<file path="src/rtl/ibex_multdiv_iter_if.sv">
// ibex_multdiv_iter_if: request, operand and ALU-adder signals between the execute stage and the iterative multdiv unit
interface ibex_multdiv_iter_if;
  logic        en_i;
  logic [2:0]  md_op_i;
  logic [31:0] operand_a_i;
  logic [31:0] operand_b_i;
  logic [33:0] alu_adder_ext_i;
  logic        alu_en_o;
  logic [32:0] alu_operand_a_o;
  logic [32:0] alu_operand_b_o;
  logic [31:0] result_o;
  logic        valid_o;
  logic        busy_o;
  modport master (
    output en_i, md_op_i, operand_a_i, operand_b_i, alu_adder_ext_i,
    input  alu_en_o, alu_operand_a_o, alu_operand_b_o, result_o, valid_o, busy_o
  );
  modport slave (
    input  en_i, md_op_i, operand_a_i, operand_b_i, alu_adder_ext_i,
    output alu_en_o, alu_operand_a_o, alu_operand_b_o, result_o, valid_o, busy_o
  );
endinterface

</file>
<file path="src/rtl/ibex_multdiv_iter.sv">
// ibex_multdiv_iter: 34-cycle radix-2 RV32M mul/div on the shared ALU adder; clk_i, async rst_ni, md slave port carries request, ALU operands/sum, result/valid/busy
module ibex_multdiv_iter (
  input logic               clk_i,
  input logic               rst_ni,
  ibex_multdiv_iter_if.slave md
);
  typedef enum logic [1:0] {IDLE, ITER, FIX, DONE} state_e;
  state_e      state_q;
  logic [4:0]  cnt_q;
  logic [2:0]  op_q;
  logic [31:0] hi_q, lo_q, ub_q, result_q, hi_d, lo_d, t, res_d, ua, ub;
  logic        sa_q, sb_q, sa, sb, q, div, iter, neg, unused_ext0;
  logic [63:0] prod;
  assign sa = md.operand_a_i[31] & (md.md_op_i inside {3'd1, 3'd2, 3'd4, 3'd6});
  assign sb = md.operand_b_i[31] & (md.md_op_i inside {3'd1, 3'd4, 3'd6});
  assign ua = sa ? -md.operand_a_i : md.operand_a_i;
  assign ub = sb ? -md.operand_b_i : md.operand_b_i;
  assign div = op_q[2];
  assign iter = state_q == ITER;
  assign t = {hi_q[30:0], lo_q[31]};
  assign q = hi_q[31] | md.alu_adder_ext_i[33];
  assign md.alu_en_o = iter;
  assign md.alu_operand_a_o = !iter ? '0 : div ? {t, 1'b1} : {hi_q, 1'b0};
  assign md.alu_operand_b_o = !iter ? '0 : div ? {~ub_q, 1'b1} : lo_q[0] ? {ub_q, 1'b0} : '0;
  assign hi_d = div ? (q ? md.alu_adder_ext_i[32:1] : t) : md.alu_adder_ext_i[33:2];
  assign lo_d = div ? {lo_q[30:0], q} : {md.alu_adder_ext_i[1], lo_q[31:1]};
  assign neg = sa_q ^ sb_q;
  assign prod = neg ? -{hi_q, lo_q} : {hi_q, lo_q};
  assign res_d = op_q == 3'd0 ? prod[31:0] :
                 !div         ? prod[63:32] :
                 op_q[1]      ? (sa_q ? -hi_q : hi_q) :
                 ub_q == '0   ? '1 :
                 neg          ? -lo_q : lo_q;
  assign md.result_o = result_q;
  assign md.valid_o = state_q == DONE;
  assign md.busy_o = state_q != IDLE;
  assign unused_ext0 = md.alu_adder_ext_i[0];
  always_ff @(posedge clk_i or negedge rst_ni) begin
    if (!rst_ni) begin
      state_q  <= IDLE;
      cnt_q    <= '0;
      op_q     <= '0;
      hi_q     <= '0;
      lo_q     <= '0;
      ub_q     <= '0;
      sa_q     <= 1'b0;
      sb_q     <= 1'b0;
      result_q <= '0;
    end else begin
      case (state_q)
        IDLE: if (md.en_i) begin
          op_q    <= md.md_op_i;
          sa_q    <= sa;
          sb_q    <= sb;
          ub_q    <= ub;
          hi_q    <= '0;
          lo_q    <= ua;
          cnt_q   <= 5'd31;
          state_q <= ITER;
        end
        ITER: if (!md.en_i) state_q <= IDLE;
        else begin
          hi_q  <= hi_d;
          lo_q  <= lo_d;
          cnt_q <= cnt_q - 5'd1;
          if (cnt_q == '0) state_q <= FIX;
        end
        FIX: if (!md.en_i) state_q <= IDLE;
        else begin
          result_q <= res_d;
          state_q  <= DONE;
        end
        default: state_q <= IDLE;
      endcase
    end
  end
endmodule

</file>
<file path="src/flat_wrapper.sv">
// flat-port wrapper written by rule: the top's interface ports become plain ports
module ibex_multdiv_iter_flat 
  (clk_i, rst_ni, md_en_i, md_md_op_i, md_operand_a_i, md_operand_b_i, md_alu_adder_ext_i, md_alu_en_o, md_alu_operand_a_o, md_alu_operand_b_o, md_result_o, md_valid_o, md_busy_o);
  ibex_multdiv_iter_if md_i ();
  input logic clk_i;
  input logic rst_ni;
  input wire logic [$bits(md_i.en_i)-1:0] md_en_i;
  input wire logic [$bits(md_i.md_op_i)-1:0] md_md_op_i;
  input wire logic [$bits(md_i.operand_a_i)-1:0] md_operand_a_i;
  input wire logic [$bits(md_i.operand_b_i)-1:0] md_operand_b_i;
  input wire logic [$bits(md_i.alu_adder_ext_i)-1:0] md_alu_adder_ext_i;
  output wire logic [$bits(md_i.alu_en_o)-1:0] md_alu_en_o;
  output wire logic [$bits(md_i.alu_operand_a_o)-1:0] md_alu_operand_a_o;
  output wire logic [$bits(md_i.alu_operand_b_o)-1:0] md_alu_operand_b_o;
  output wire logic [$bits(md_i.result_o)-1:0] md_result_o;
  output wire logic [$bits(md_i.valid_o)-1:0] md_valid_o;
  output wire logic [$bits(md_i.busy_o)-1:0] md_busy_o;
  assign md_i.en_i = md_en_i;
  assign md_i.md_op_i = md_md_op_i;
  assign md_i.operand_a_i = md_operand_a_i;
  assign md_i.operand_b_i = md_operand_b_i;
  assign md_i.alu_adder_ext_i = md_alu_adder_ext_i;
  assign md_alu_en_o = md_i.alu_en_o;
  assign md_alu_operand_a_o = md_i.alu_operand_a_o;
  assign md_alu_operand_b_o = md_i.alu_operand_b_o;
  assign md_result_o = md_i.result_o;
  assign md_valid_o = md_i.valid_o;
  assign md_busy_o = md_i.busy_o;
  ibex_multdiv_iter u_core (.clk_i(clk_i), .rst_ni(rst_ni), .md(md_i));
endmodule
</file>
<file path="config.mk">
export PLATFORM = sky130hd
export DESIGN_NAME = ibex_multdiv_iter_flat
export DESIGN_NICKNAME = d
export VERILOG_FILES = /design/src/rtl/ibex_multdiv_iter_if.sv /design/src/rtl/ibex_multdiv_iter.sv /design/src/flat_wrapper.sv
export SDC_FILE = /design/constraint.sdc
export NUM_CORES = 1
export LEC_CHECK = 0
export BUFFER_PORTS_ARGS = -buffer_cell sky130_fd_sc_hd__buf_2
export CAP_MARGIN = 20
export CORE_MARGIN = 2
export CORE_UTILIZATION = 30
export DETAILED_ROUTE_END_ITERATION = 10
export PLACE_DENSITY = 0.59
export SLEW_MARGIN = 40
export SYNTH_ARGS = -nofsm -noshare
export SYNTH_HDL_FRONTEND = slang
export SYNTH_SLANG_ARGS = --single-unit
</file>
<file path="constraint.sdc">
create_clock -name clk_i -period 6.05 [get_ports clk_i]
set_clock_uncertainty 0.05 [all_clocks]
set_input_delay 0.3025 -clock clk_i [delete_from_list [all_inputs] [get_ports clk_i]]
set_output_delay 0.3025 -clock clk_i [all_outputs]
set_load 0.1 [all_outputs]
</file>
==> results by group <==
Run status
  • Run status: finished clean

Clock network
  • CTS resizes: 0
  • Clock tree buffer depth: 2
  • Num CTS Buffers: 17
  • CTS Sinks: 140
  • H-tree depth: 4
  • Latest clock arrival within the worst-skew pair: 0.44 ns
  • Clock Root Buffer: clkbuf_16
  • Clk pin slew, worst setup/hold paths: 0.07 ns
  • CTS tree: done

Synthesis
  • Seq/Total Area, Yosys: 29.9%
  • Post-synthesis cell type count: 70
  • Avg Inst Size Synth: 7.54 um^2
  • Top cell type's share of synthesized area: 29.9%
  • Register bit total from synthesis: 140
  • Top cells by area, synth: dfrtp_1 (30%), o21ai_0 (9.1%), mux2i_1 (7.4%), nand2_1 (6.6%), xor2_1 (6.4%)
  • Async SR Flop Fraction: 100%
  • Post-Syn Nets: 1663
  • Cells after synthesis: 1553
  • Post-Syn Area: 11700 um^2
  • Synth cell count leaders: o21ai_0 (213), nand2_1 (207), nor2_1 (156), dfrtp_1 (140), clkbuf_1 (122)
  • Post-synth EDFFs: 0
  • Warnings, synthesis: 0
  • Dominant synthesized flop cell: dfrtp_1
  • Count leader, synth: o21ai_0
  • Synth area leader: dfrtp_1

GRT
  • GRT overflow: 0
  • First-pass GRT wire length: 68500 um
  • Met3 Usage GRT: 4.55%
  • Largest net degree at the start of global routing: 95
  • Initial antenna violation count: 4
  • GRT met1 Usage: 29.0%
  • Overall Global Routing Usage: 21.5%
  • Vias in the first global route: 11300
  • GR Util met2: 34.0%
  • Top Usage Layer GRT: met2

STA
  • Slew margin rel.: 43.7%
  • RSZ-0062 raised after global routing: no
  • Final min period: 3.61 ns
  • Worst-margin pin slew: 0.844 ns
  • Final hold viol count: 0
  • Fin crit share: 59.7%
  • Hold Slack: 0.0516 ns
  • Final setup vio count: 0
  • Pins Over Slew Limit: 0
  • Max Clock Freq: 277 MHz
  • Setup tns final: 0 ns

Worst setup path
  • Critical path capture point type: flip-flop
  • Crit path largest cell delay: 0.51 ns
  • WP data arrival: 3.94 ns
  • Crit-path cells: inv_1 > ha_1 > nor3b_2 > nand3_1 > or3_1 > o41ai_1 > xor2_1 > a221oi_1 > a22o_1
  • Slowest cell on the critical path: nor3b_2
  • Critical Path Source Type: flip-flop
  • Top Family by Delay on Critical Path: simple AND/OR/NAND/NOR gates
  • CP required: 6.38 ns
  • Worst Path Buf+Inv: 1
  • Crit Path Class: flip-flop to flip-flop
  • CP max FO: 10

Floorplanning
  • Core ar.: 38600 um^2
  • Die area: 40600 um^2
  • Initial Util: 30.4%
  • Row Count: 72
  • Die Y: 202 um
  • Die width: 202 um
  • Top-level I/O count: 205

Detailed routing
  • Detailed Route WL: 44200 um
  • Avg WL per Cell: 20.2 um
  • Vias post-DR: 12000
  • Drc violations: 0
  • Antenna-violating nets left: 0
  • Via density: 5.48
  • DRT Pass-1 Iters: 7
  • Initial DRC Count: 1289

Placed design
  • # placed instances: 2148
  • Routability cong.: 0.894
  • Final HPWL from detailed placement: 32800 um
  • IO buf count: 203

Cells and area
  • Layout Nets: 1761
  • Fill cell count: 4199
  • Area grow syn2layout: 16.5%
  • Ratio of cells with drive above 1 in the final layout: 18.2%
  • Final Non-Filler Cells: 2184

Hold path
  • Hold crit path type: input port to flip-flop

Power
  • P_leak: 5.81 nW
  • Peak supply drop: 0.000210 V
  • PwrDens: 315 nW/um^2

Flow run
  • Number of max-cap violations: 0
[worst min-delay path, cell delays in order]
cell     delay [ns]
buf_2          0.09
nand2_1        0.05
nand2_1        0.05
[metal layers]
| metal | share of wire [%] | wire, um | vias to the layer above |
|---|---|---|---|
| li1 | - | - | 5726 |
| met1 | 44 | 19700 | 5730 |
| met2 | 46 | 20300 | 454 |
| met3 | 6.9 | 3070 | 61 |
| met4 | 2.6 | 1170 | 8 |
| met5 | 0.11 | 49 | - |
[state kept, by name, indices dropped and copies added (netlist names)]
register and count:
u_core.cnt_q 5, u_core.hi_q 32, u_core.lo_q 32, u_core.op_q 3
u_core.sa_q 1, u_core.md.result_o 32, u_core.ub_q 32, u_core.state_q 2
u_core.sb_q 1
[kinds of logic after synthesis]
logic type                 Yosys count  synth area share [%]
buffers and inverters              164                  5.40
and+or+nand+nor                    570                  22.8
adders and majority gates            6                 0.641
xor gates and xnor gates           141                  10.6
DFF                                140                  29.9
AOI/OAI and AO/OA                  431                  21.9
muxes                              101                  8.79
[what timing repair did]
action	4_1_cts	5_1_grt
hold endpoints to repair	92	0
setup buffers	0	0
hold buffers	1	0
setup endpoints to repair	0	0
[where the power goes]
group	internal (mW)	leakage [nW]	switching [mW]	total (mW)
registers	1.07	1.76	0.275	1.34
clock network	0.598	0.291	0.482	1.08
logic	0.529	3.76	1.35	1.88
total	2.19	5.81	2.10	4.30
[cell usage in the layout (no fill, tap or decap), drive strengths merged, types with 9 or more instances in the layout]
cell | netlist | final
xor2 | 85 | 85
mux2 | 14 | 14
a221oi | 11 | 11
and3 | 9 | 9
nor2 | 156 | 156
nor4 | 36 | 36
xnor2 | 56 | 56
clkbuf | 122 | 19
a31oi | 21 | 21
inv | 15 | 20
nand4 | 12 | 12
nand2 | 208 | 208
o22ai | 9 | 9
mux2i | 87 | 87
o31ai | 28 | 28
dfrtp | 140 | 140
and2 | 10 | 10
o41ai | 13 | 13
clkinv | 2 | 9
buf | 25 | 225
o21ai | 214 | 214
nor3 | 32 | 32
a21oi | 79 | 79
nand3 | 55 | 55
[worst paths after layout]
kind	startpoint	slack (ns)	endpoint	cells after the start
min in group asynchronous	rst_ni	0.25	u_core.hi_q[14]	2
max in group asynchronous	rst_ni	4.77	u_core.cnt_q[2]	3
worst max-delay path	u_core.hi_q[0]	2.44	u_core.md.result_o[28]	9
worst max register to register	u_core.hi_q[0]	2.44	u_core.md.result_o[28]	9
worst min register to register	u_core.md.result_o[9]	0.41	u_core.md.result_o[9]	2
worst min-delay path	md_md_op_i[1]	0.05	u_core.op_q[1]	3
[metrics by stage]
step                util [%]  setup slack, ns  power [mW]  area (um^2)
floorplan                  -             2.47        2.68        11700
global placement        33.7             2.53        3.19        13000
detailed placement      33.7             2.56        3.21        13000
CTS                     35.3             2.54        4.30        13600
global route            35.3             2.25        4.51        13600
finish                  35.4             2.44        4.30        13600
[final cells by class]
type	count	area, um^2	area share (%)
clock buffers	19	453	3.32
clock inverters	13	130	0.954
flip-flops and latches	140	3510	25.7
repair buffers	226	1220	8.98
diodes	2	5.00	0.0367
inverters	17	63.8	0.468
multi-input cells	1249	7600	55.7
well taps	518	648	4.75
(Power assumes the default switching activity.)
